$ cat src/rtl/fp_align.sv
// fp_align: two-stage IEEE-754 single-precision pre-add alignment (unpack/compare, then sticky shift).
// Optional feature: define FP_ALIGN_SUBNORM_EN to keep subnormal mantissas; otherwise exp==0 flushes to zero.

module fp_unpack #(
  parameter int EW = 8,
  parameter int MW = 23
) (
  input  logic [EW+MW:0]   op,
  output logic             sign,
  output logic [EW+MW-1:0] key,
  output logic [EW-1:0]    eexp,
  output logic [MW:0]      sig,
  output logic             nan,
  output logic             inf
);
  logic [EW-1:0] e;
  logic [MW-1:0] m;

  assign e = op[EW+MW-1:MW];
`ifdef FP_ALIGN_SUBNORM_EN
  assign m = op[MW-1:0];
`else
  assign m = (e == '0) ? '0 : op[MW-1:0];
`endif

  assign sign = op[EW+MW];
  assign key  = {e, m};
  // exp 0 shares the scale of exp 1, only the hidden bit differs
  assign eexp = (e == '0) ? {{(EW-1){1'b0}}, 1'b1} : e;
  assign sig  = {(e != '0), m};
  assign nan  = (&e) &  (|op[MW-1:0]);
  assign inf  = (&e) & ~(|op[MW-1:0]);
endmodule

module fp_align #(
  parameter int N  = 32,
  parameter int EW = 8,
  parameter int MW = 23
) (
  input  logic          clk,
  input  logic          rst_n,
  input  logic [N-1:0]  A,
  input  logic [N-1:0]  B,
  input  logic          in_valid,
  output logic          in_ready,
  output logic          out_valid,
  input  logic          out_ready,
  output logic          big_sign,
  output logic          small_sign,
  output logic [EW-1:0] exp_out,
  output logic [MW:0]   big_mant,
  output logic [MW+3:0] small_mant,
  output logic          eff_sub,
  output logic          is_nan,
  output logic          is_inf
);
  localparam int NUM_OPS = 2;
  localparam int STAGES  = 2;
  localparam int SW      = MW + 4;

  typedef struct packed {
    logic          bs;
    logic          ss;
    logic [EW-1:0] e;
    logic [MW:0]   bm;
    logic [MW:0]   sg;
    logic [EW-1:0] d;
    logic          nan;
    logic          inf;
  } s1_t;

  typedef struct packed {
    logic          bs;
    logic          ss;
    logic [EW-1:0] e;
    logic [MW:0]   bm;
    logic [SW-1:0] sm;
    logic          es;
    logic          nan;
    logic          inf;
  } s2_t;

  logic [NUM_OPS-1:0][N-1:0]     ops;
  logic [NUM_OPS-1:0]            sgn, nan, inf;
  logic [NUM_OPS-1:0][EW+MW-1:0] key;
  logic [NUM_OPS-1:0][EW-1:0]    eexp;
  logic [NUM_OPS-1:0][MW:0]      sig;

  assign ops = {B, A};

  for (genvar i = 0; i < NUM_OPS; i++) begin : g_lane
    fp_unpack #(.EW(EW), .MW(MW)) u_unp (
      .op   (ops[i]),
      .sign (sgn[i]),
      .key  (key[i]),
      .eexp (eexp[i]),
      .sig  (sig[i]),
      .nan  (nan[i]),
      .inf  (inf[i])
    );
  end

  logic [STAGES:1] vld_pipe;
  logic            s2_adv, in_fire;
  s1_t             s1, s1_n;
  s2_t             s2, s2_n;
  logic            bi, si;

  assign s2_adv   = !vld_pipe[2] || out_ready;
  assign in_ready = !vld_pipe[1] || s2_adv;
  assign in_fire  = in_valid && in_ready;

  // ties keep A as the big operand; an infinity always out-ranks a finite value
  assign si = (key[0] >= key[1]);
  assign bi = ~si;

  always_comb begin
    s1_n     = '0;
    s1_n.bs  = sgn[bi];
    s1_n.ss  = sgn[si];
    s1_n.e   = eexp[bi];
    s1_n.bm  = sig[bi];
    s1_n.sg  = sig[si];
    s1_n.d   = eexp[bi] - eexp[si];
    s1_n.nan = (|nan) | ((&inf) & (sgn[0] ^ sgn[1]));
    s1_n.inf = (|inf) & ~s1_n.nan;
  end

  logic [SW-1:0] ext, sh, mask;

  always_comb begin
    ext  = {s1.sg, 3'b000};
    sh   = ext >> s1.d;
    mask = ~({SW{1'b1}} << s1.d);
    s2_n     = '0;
    s2_n.bs  = s1.bs;
    s2_n.ss  = s1.ss;
    s2_n.e   = s1.e;
    s2_n.bm  = s1.bm;
    s2_n.es  = s1.bs ^ s1.ss;
    s2_n.nan = s1.nan;
    s2_n.inf = s1.inf;
    // everything shifted past the S position collapses into the sticky bit
    if (32'(s1.d) >= SW)
      s2_n.sm = {{(SW-1){1'b0}}, |s1.sg};
    else
      s2_n.sm = sh | {{(SW-1){1'b0}}, |(ext & mask)};
  end

  always_ff @(posedge clk or negedge rst_n) begin
    if (!rst_n) begin
      vld_pipe <= '0;
      s1       <= '0;
      s2       <= '0;
    end else begin
      vld_pipe[1] <= in_fire | (vld_pipe[1] & ~s2_adv);
      if (s2_adv) vld_pipe[2] <= vld_pipe[1];
      if (in_fire) s1 <= s1_n;
      if (s2_adv && vld_pipe[1]) s2 <= s2_n;
    end
  end

  assign out_valid  = vld_pipe[2];
  assign big_sign   = s2.bs;
  assign small_sign = s2.ss;
  assign exp_out    = s2.e;
  assign big_mant   = s2.bm;
  assign small_mant = s2.sm;
  assign eff_sub    = s2.es;
  assign is_nan     = s2.nan;
  assign is_inf     = s2.inf;
endmodule

$ cat config.mk
export PLATFORM = sky130hd
export DESIGN_NAME = fp_align
export DESIGN_NICKNAME = d
export VERILOG_FILES = /design/src/rtl/fp_align.sv
export SDC_FILE = /design/constraint.sdc
export NUM_CORES = 1
export LEC_CHECK = 0
export BUFFER_PORTS_ARGS = -buffer_cell sky130_fd_sc_hd__buf_2
export CAP_MARGIN = 20
export CORE_ASPECT_RATIO = 1.4
export CORE_UTILIZATION = 25
export CTS_CLUSTER_DIAMETER = 60
export DETAILED_ROUTE_END_ITERATION = 16
export SLEW_MARGIN = 10
export SYNTH_ARGS = -nofsm -noshare
export SYNTH_HDL_FRONTEND = slang
export SYNTH_SLANG_ARGS = --single-unit
$ cat constraint.sdc
create_clock -name clk -period 3 [get_ports clk]
set_clock_uncertainty 0.05 [all_clocks]
set_input_delay 0.15 -clock clk [delete_from_list [all_inputs] [get_ports clk]]
set_output_delay 0.15 -clock clk [all_outputs]
set_load 0.02 [all_outputs]
==> run summary, run 1 <==
CELLS AND AREA
-------------------------------------------------------------------------------------------------
Non-filler cells in the finished layout                                                     2,034
Layout Nets                                                                                 1,600
Synth-to-Final Area Change                                                                  36.6%
Fraction of layout cells with a size suffix above 1                                         32.1%
Number of diodes                                                                                0

PLACEMENT
-------------------------------------------------------------------------------------------------
Placed wire-length estimate                                                             30,800 um
Pre-CTS worst setup slack                                                                -1.34 ns
Total of buffers placed on input and output ports                                             133
Final weighted congestion in routability-driven placement                                   0.937
Placed cells                                                                                1,987

LOGIC SYNTHESIS
-------------------------------------------------------------------------------------------------
Predominant post-synthesis flop cell                                                 sky130_fd_sc_hd__dfrtp_1
Main combinational cell family by area after synthesis                               simple AND/OR/NAND/NOR gates
Cell types occupying the most area after synthesis                                   sky130_fd_sc_hd__dfrtp_1 (33%), sky130_fd_sc_hd__nand2_1 (8.7%), sky130_fd_sc_hd__ha_1 (4.7%), sky130_fd_sc_hd__nor4_1 (3.9%), sky130_fd_sc_hd__mux4_2 (3.8%)
Area fraction of the dominant cell type after synthesis                                     33.1%
Number of distinct library cell variants in the gate-level netlist after synthesis             74
Portion of the post-synthesis area used by sequential elements                              33.1%
Synth area leader                                                                    sky130_fd_sc_hd__dfrtp_1
Number of synthesis warnings                                                                    0
Simple-gate share of the synthesized area                                                   25.5%
Top cell types by occurrence after synthesis                                         sky130_fd_sc_hd__nand2_1 (234), sky130_fd_sc_hd__dfrtp_1 (134), sky130_fd_sc_hd__clkbuf_1 (90)
Net count after synthesis                                                                   1,361
Most frequent cell after synthesis                                                   sky130_fd_sc_hd__nand2_1
Complex-gate fraction of the synthesized area                                               23.0%
Adder-cell area share of the yosys netlist                                                  4.90%
Netlist area before placement                                                          10,100 um2
Syn Area/Cell                                                                            8.07 um2
Share of flip-flops with an asynchronous set or reset                                        100%
Gate count after technology mapping                                                         1,254
Number of enable-type register cells in the synthesized netlist                                 0
Mux contribution to synthesized area                                                        6.66%
Flip-flop and latch count after synthesis                                                     134
Post-Synth XOR/XNOR Area                                                                   0.519%

POWER
-------------------------------------------------------------------------------------------------
LEAKAGE                                                                                   5.90 nW
PD cells                                                                               647 nW/um2
Maximum vdd drop                                                                       0.000450 V

TIMING
-------------------------------------------------------------------------------------------------
Pins Over Slew Limit                                                                            0
Final setup slack of the worst path                                                     -0.906 ns
Final count of negative-setup-slack endpoints                                                   8
Number of failing hold endpoints at the final stage                                             0
Rel. slew slack                                                                             47.0%
Shortest period the worst path allows                                                     3.91 ns
Peak Freq                                                                                 256 MHz
Period utilization                                                                           130%
Transition time at the pin with the least slew margin                                    0.795 ns
RSZ-0062 raised after global routing                                                          yes

CLOCKING
-------------------------------------------------------------------------------------------------
Deepest level of the CTS H-tree                                                                 4
Root buffer cell                                                                     sky130_fd_sc_hd__clkbuf_16
TritonCTS buffer count                                                                         17
Count of clock tree sinks                                                                     134
Maximum buffer depth of the clock tree                                                          2
Insertion delay to the later sink of the worst-skew pair                                  0.46 ns
Clock slew at reported path FFs                                                           0.07 ns
TritonCTS clock tree                                                                         done

WORST SETUP PATH
-------------------------------------------------------------------------------------------------
Critical path arrival                                                                     4.23 ns
Worst path required time                                                                  3.32 ns
Cells along the critical path                                                        buf_2 > nor4_4 > nand2_2 > buf_12 > buf_12 > nand2_4 > inv_4 > ha_4 > nand3_4 > or4_4 > nor3_4 > buf_6 > o2bb2ai_4 > o211ai_1 > and3_1 > ha_1 > nor2b_1 > o21ai_1 > nand2b_1 > a311oi_2 > or4_1 > o211ai_1
Peak fanout along the critical path                                                             6
Critical setup path kind                                                                in -> reg
Buf+Inv Stages, Crit Path                                                                       5
Type of origin of the critical path                                                     input pin
Slowest Stage Delay on Critical Path                                                      0.57 ns
Worst Setup End Kind                                                                         flop
Top Family by Delay on Critical Path                                                 simple AND/OR/NAND/NOR gates
CP max-delay cell                                                                    sky130_fd_sc_hd__or4_4

GRT
-------------------------------------------------------------------------------------------------
Met1 track demand over resource                                                             25.3%
Global routing usage on met2                                                                34.0%
Most congested layer reported by global routing                                              met2
Met3 Use GR                                                                                 3.87%
First-pass GRT wire length                                                              64,800 um
All-Layer GR Usage                                                                          20.5%
Largest net degree at the start of global routing                                              62
Number of global-route vias before repair                                                  11,200
Total congestion overflow after global routing                                                  0
Antenna violations before repair                                                                2

FLOORPLANNING
-------------------------------------------------------------------------------------------------
Die width                                                                                  172 um
Number of primary I/O pins                                                                    134
Initial core utilization                                                                    25.6%
Area of the core                                                                       39,600 um2
Y dimension of the die                                                                     240 um
Std-Cell Rows                                                                                  86
Die area                                                                               41,300 um2

ROUTING
-------------------------------------------------------------------------------------------------
Detailed-route wire length                                                              42,100 um
Routed vias/inst                                                                             5.63
Pre-antenna DRT Iters                                                                           5
Total number of vias                                                                       11,400
Post-route antenna net violation count                                                          0
Violation count after the first detailed-route iteration                                      901
DR WL/cell                                                                                20.7 um
Residual DRC count                                                                              0

RUN STATUS
-------------------------------------------------------------------------------------------------
Violations in the final reports                                                      negative setup slack
Status                                                                               finished, violations left

FLOW RUN
-------------------------------------------------------------------------------------------------
Max-cap check violation count                                                                   0

WORST HOLD PATH
-------------------------------------------------------------------------------------------------
Path category of the worst min-delay check                                              in -> reg

## cells in the final DEF, fill, tap and decap left out, types with 9 or more instances in the layout
master and instances:
sky130_fd_sc_hd__nand2_1 221, sky130_fd_sc_hd__buf_4 193, sky130_fd_sc_hd__dfrtp_1 134, sky130_fd_sc_hd__buf_2 129, sky130_fd_sc_hd__a21oi_1 68, sky130_fd_sc_hd__nand3_1 65
sky130_fd_sc_hd__nor4_1 58, sky130_fd_sc_hd__nor2_1 53, sky130_fd_sc_hd__o211ai_1 38, sky130_fd_sc_hd__o21ai_0 38, sky130_fd_sc_hd__nor3_1 36, sky130_fd_sc_hd__a311oi_1 33
sky130_fd_sc_hd__a211oi_1 30, sky130_fd_sc_hd__nand4_1 29, sky130_fd_sc_hd__o22ai_1 27, sky130_fd_sc_hd__ha_1 27, sky130_fd_sc_hd__inv_1 20, sky130_fd_sc_hd__mux2i_1 19
sky130_fd_sc_hd__mux4_2 17, sky130_fd_sc_hd__clkbuf_16 17, sky130_fd_sc_hd__ha_4 11, sky130_fd_sc_hd__a22o_1 10, sky130_fd_sc_hd__buf_6 10, sky130_fd_sc_hd__buf_12 10
sky130_fd_sc_hd__or3_1 9, sky130_fd_sc_hd__mux2_2 9
## cell families after synthesis
logic type,count (synthesis)
AND/OR/NAND/NOR,540
AO/OA/AOI/OAI,334
buffers and inverters,156
flip-flops,134
multiplexers,45
adder cells (fa/ha/maj),39
XOR/XNOR,6
## worst paths after layout
check	cells past startpoint	start	slack (ns)	endpoint
worst max-delay path	22	A[24]	-0.91	s1[9]
worst min-delay path	4	A[10]	0.05	ext[13]
worst max register to register	7	s1[2]	0.35	small_mant[0]
worst min register to register	2	s1[50]	0.42	big_mant[16]
max in group asynchronous	3	rst_n	1.95	big_mant[20]
min in group asynchronous	2	rst_n	0.19	s1[61]
## metrics by stage
stage / util [%] / setup TNS (ns) / instance area [um2] / hold slack [ns] / power, mW
after detailed placement: 32.3 / -33.38 / 12800 / 0.143 / 6.53
after floorplan: - / -6.25 / 10500 / -0.196 / 5.06
final: 34.9 / -4.68 / 13800 / 0.0453 / 8.95
after global routing: 34.9 / -6.02 / 13800 / 0.0625 / 9.43
after CTS: 34.2 / -4.92 / 13500 / 0.0187 / 8.89
after global placement: 32.3 / -29.78 / 12800 / 0.142 / 6.50
## final cells by class
class	instances	area, um2
Clock buffer	17	425
Clock inverter	15	194
Fill cell	4200	25800
Inverter	26	100
Multi-Input combinational cell	964	6590
Sequential cell	134	3350
Tap cell	528	661
Timing Repair Buffer	350	2500
## power by group
| group | internal [mW] | switching [mW] | leakage [nW] |
|---|---|---|---|
| clock network | 1.33 | 0.941 | 0.299 |
| logic | 1.65 | 2.30 | 3.97 |
| registers | 2.20 | 0.521 | 1.63 |
| total | 5.19 | 3.76 | 5.90 |
## sequential cells by signal (all words and copies together) (netlist names), 2 cells and up
register,flops
big_mant,24
s1,44
small_mant,27
vld_pipe,2
ext,24
exp_out,8
## metal layers
layer | vias up | share of wire [%]
li1 | 5237 | -
met1 | 5612 | 41
met2 | 491 | 49
met3 | 102 | 6.3
met4 | 4 | 4.2
met5 | - | 0.074
## timing repair
action,in CTS,in global routing
gates resized for setup,9,57
endpoints found under the hold margin,62,0
pin swaps,0,38
endpoints found under the setup margin,28,65
hold buffers,5,0
buffers inserted,4,10
## worst reg2reg max path, stage by stage (launching register included)
cell	delay [ns]
sky130_fd_sc_hd__dfrtp_1	0.86
sky130_fd_sc_hd__buf_4	0.29
sky130_fd_sc_hd__mux2i_1	0.28
sky130_fd_sc_hd__o2bb2ai_1	0.13
sky130_fd_sc_hd__mux2i_1	0.22
sky130_fd_sc_hd__mux2_2	0.23
sky130_fd_sc_hd__a41oi_1	0.15
sky130_fd_sc_hd__o31a_1	0.33
(Power assumes the default switching activity.)
==> run 2: changes to the inputs <==
CAP_MARGIN = 30   (was 20)
CORE_UTILIZATION = 55   (was 25)
PLACE_DENSITY = 0.77   (was unset)
==> run 2 against run 1 <==
The run still ends with negative setup slack left. Sequential cell count is the same. Largest cell class unchanged. Combinational power grew 5%. Register-to-register slack lost 0.12 ns.
==> run summary, run 2 (synthesized netlist as in run 1, its figures left out) <==
FLOORPLANNING
--------------------------------------------------------------------------------
Area of the core                                                      18,000 um2
Initial core utilization                                                   56.2%
Number of primary I/O pins                                                   134
Die area                                                              19,000 um2
Die width                                                                 117 um
Std-Cell Rows                                                                 58
Y dimension of the die                                                    162 um

CELLS AND AREA
--------------------------------------------------------------------------------
Commonest cells after routing, fill and taps aside                  sky130_fd_sc_hd__nand2_1 (220), sky130_fd_sc_hd__buf_4 (210), sky130_fd_sc_hd__dfrtp_1 (134)
Fraction of the core area covered by cells at the end of the flow          76.5%
Non-filler cells in the finished layout                                    1,763
Most common library cell in the layout ignoring fill and taps       sky130_fd_sc_hd__nand2_1
Layout Nets                                                                1,617
Number of diodes                                                               0
Number of fill cells                                                       1,322
Cell area after layout                                                13,800 um2
Fraction of layout cells with a size suffix above 1                        34.4%
Largest register by flop count                                                s1
Area of the multi-input gates                                           6760 um2
Synth-to-Final Area Change                                                 36.0%
Area used by sequential logic in the layout                             3350 um2
Max reg flops                                                                 44

TIMING
--------------------------------------------------------------------------------
Rel. slew slack                                                            46.5%
Number of failing hold endpoints at the final stage                            0
RSZ-0062 raised after global routing                                         yes
Final setup slack of the worst path                                    -0.955 ns
Transition time at the pin with the least slew margin                   0.802 ns
Shortest period the worst path allows                                    3.96 ns
Pins Over Slew Limit                                                           0
Final count of negative-setup-slack endpoints                                 12
Peak Freq                                                                253 MHz
Period utilization                                                          132%

RUN STATUS
--------------------------------------------------------------------------------
Status                                                              finished, violations left
Violations in the final reports                                     negative setup slack

ROUTING
--------------------------------------------------------------------------------
Detailed-route wire length                                             40,400 um
Residual DRC count                                                             0
Pre-antenna DRT Iters                                                          7
Total number of vias                                                      12,100
Post-route antenna net violation count                                         0
Violation count after the first detailed-route iteration                   1,683
Routed vias/inst                                                            6.88
DR WL/cell                                                               22.9 um

GRT
--------------------------------------------------------------------------------
Total congestion overflow after global routing                                 0
All-Layer GR Usage                                                         42.7%
Antenna violations before repair                                               0
Largest net degree at the start of global routing                             60
First-pass GRT wire length                                             61,800 um
Number of global-route vias before repair                                 11,600

PLACEMENT
--------------------------------------------------------------------------------
Pre-CTS worst setup slack                                               -1.34 ns
Placed cells                                                               1,702
Final weighted congestion in routability-driven placement                  0.992
Total of buffers placed on input and output ports                            133
Placed wire-length estimate                                            27,700 um
Area of placed instances                                              12,500 um2

WORST SETUP PATH
--------------------------------------------------------------------------------
Beginning of the critical path                                             A[24]
Peak fanout along the critical path                                            8
Slowest Stage Delay on Critical Path                                     0.50 ns
R2r endpoint                                                        small_mant[15]
CP max-delay cell                                                   sky130_fd_sc_hd__or4_1
Worst Setup End Kind                                                        flop
Launch point of the worst reg-to-reg path                                  s1[2]
Type of origin of the critical path                                    input pin
Flop-to-flop setup slack                                                 0.23 ns
Critical setup path kind                                               in -> reg
Worst path required time                                                 3.30 ns
Critical path arrival                                                    4.25 ns
Cells along the critical path                                       buf_6 > nor4_4 > nand2_4 > buf_12 > nand2_4 > inv_4 > ha_4 > buf_4 > a21oi_2 > nor2_2 > a2111oi_4 > buf_4 > o31ai_4 > or4_1 > nand3_1 > ha_2 > fa_2 > nor2b_1 > o21ai_1 > a21boi_1 > o21a_1 > o21a_1 > o31ai_2
Top Family by Delay on Critical Path                                compound AO/OA/AOI/OAI gates
Buf+Inv Stages, Crit Path                                                      5
Reg2reg path depth                                                             6

FLOW RUN
--------------------------------------------------------------------------------
Max-cap check violation count                                                  0

CLOCKING
--------------------------------------------------------------------------------
Count of clock tree sinks                                                    134
TritonCTS buffer count                                                        17
Root buffer cell                                                    sky130_fd_sc_hd__clkbuf_16
TritonCTS clock tree                                                        done
Insertion delay to the later sink of the worst-skew pair                 0.44 ns
Clock slew at reported path FFs                                          0.07 ns
Deepest level of the CTS H-tree                                                4
Maximum buffer depth of the clock tree                                         2

WORST HOLD PATH
--------------------------------------------------------------------------------
Count of cells along the worst hold path                                       3
Source of the worst hold timing path                                        B[7]
Hold endpoint                                                            ext[10]
Path category of the worst min-delay check                             in -> reg

POWER
--------------------------------------------------------------------------------
LEAKAGE                                                                  6.01 nW
Maximum vdd drop                                                      0.000402 V
PD cells                                                              657 nW/um2

## run 2: cell count changes in the layout (fill, tap and decap cells not counted), sizes merged
cell | previous run | this run
buf | 345 | 361
clkinv | 5 | 2
clkbuf | 17 | 19
inv | 31 | 33
bufinv | 3 | 2
nand2 | 234 | 235
## run 2: cell type report
cell class,instances,area share [%]
flip-flops and latches,134,24.4
clock inverters,13,1.15
clock buffers,19,3.29
multi-input cells,965,49.2
well taps,240,2.18
inverters,26,0.764
repair buffers,366,19.1
## run 2: per-stage QoR
step	hold slack [ns]	setup TNS, ns	power (mW)
after floorplan	-0.196	-6.25	5.06
after global placement	0.121	-26.80	6.40
after detailed placement	0.123	-31.15	6.46
after CTS	0.0112	-4.25	8.77
after global routing	0.0313	-8.23	9.46
final	0.0194	-5.38	9.04
## run 2: worst register-to-register path: cells and delay by family (launching register included)
family / cells / cell delay (ns)
AO/OA/AOI/OAI: 2 / 0.80
flip-flops: 1 / 0.63
AND/OR/NAND/NOR: 1 / 0.08
buffers and inverters: 1 / 0.32
multiplexers: 2 / 0.76
## run 2: where the power goes
group	switching [mW]	internal [mW]	leakage, nW
Sequential	0.472	2.20	1.63
Combinational	2.41	1.73	4.08
Clock	0.925	1.30	0.296
Total	3.81	5.23	6.01
## run 2: worst max-delay path by stage
stage                       end  cells after the start  slack [ns]
after floorplan           s1[8]                     23       -1.11
after global placement    s1[8]                     22       -1.18
after detailed placement  s1[8]                     22       -1.34
after CTS                 s1[8]                     20       -0.79
after global routing      s1[8]                     23       -1.12
final                     s1[8]                     23       -0.96
## run 2: layer usage
layer | vias to the layer above | GRT usage, % | wire length [um]
li1 | 5252 | - | -
met1 | 5680 | 51.7 | 14500
met2 | 916 | 67.9 | 18800
met3 | 274 | 9.86 | 4210
met4 | 0 | 27.0 | 2920
met5 | - | 0 | 0
## run 2: repair_timing
action,in CTS,in global routing
gates cloned,2,0
buffers inserted,15,11
pin swaps,34,34
hold endpoints to repair,60,0
endpoints found under the setup margin,24,59
resized for setup,41,51
hold buffers,5,0
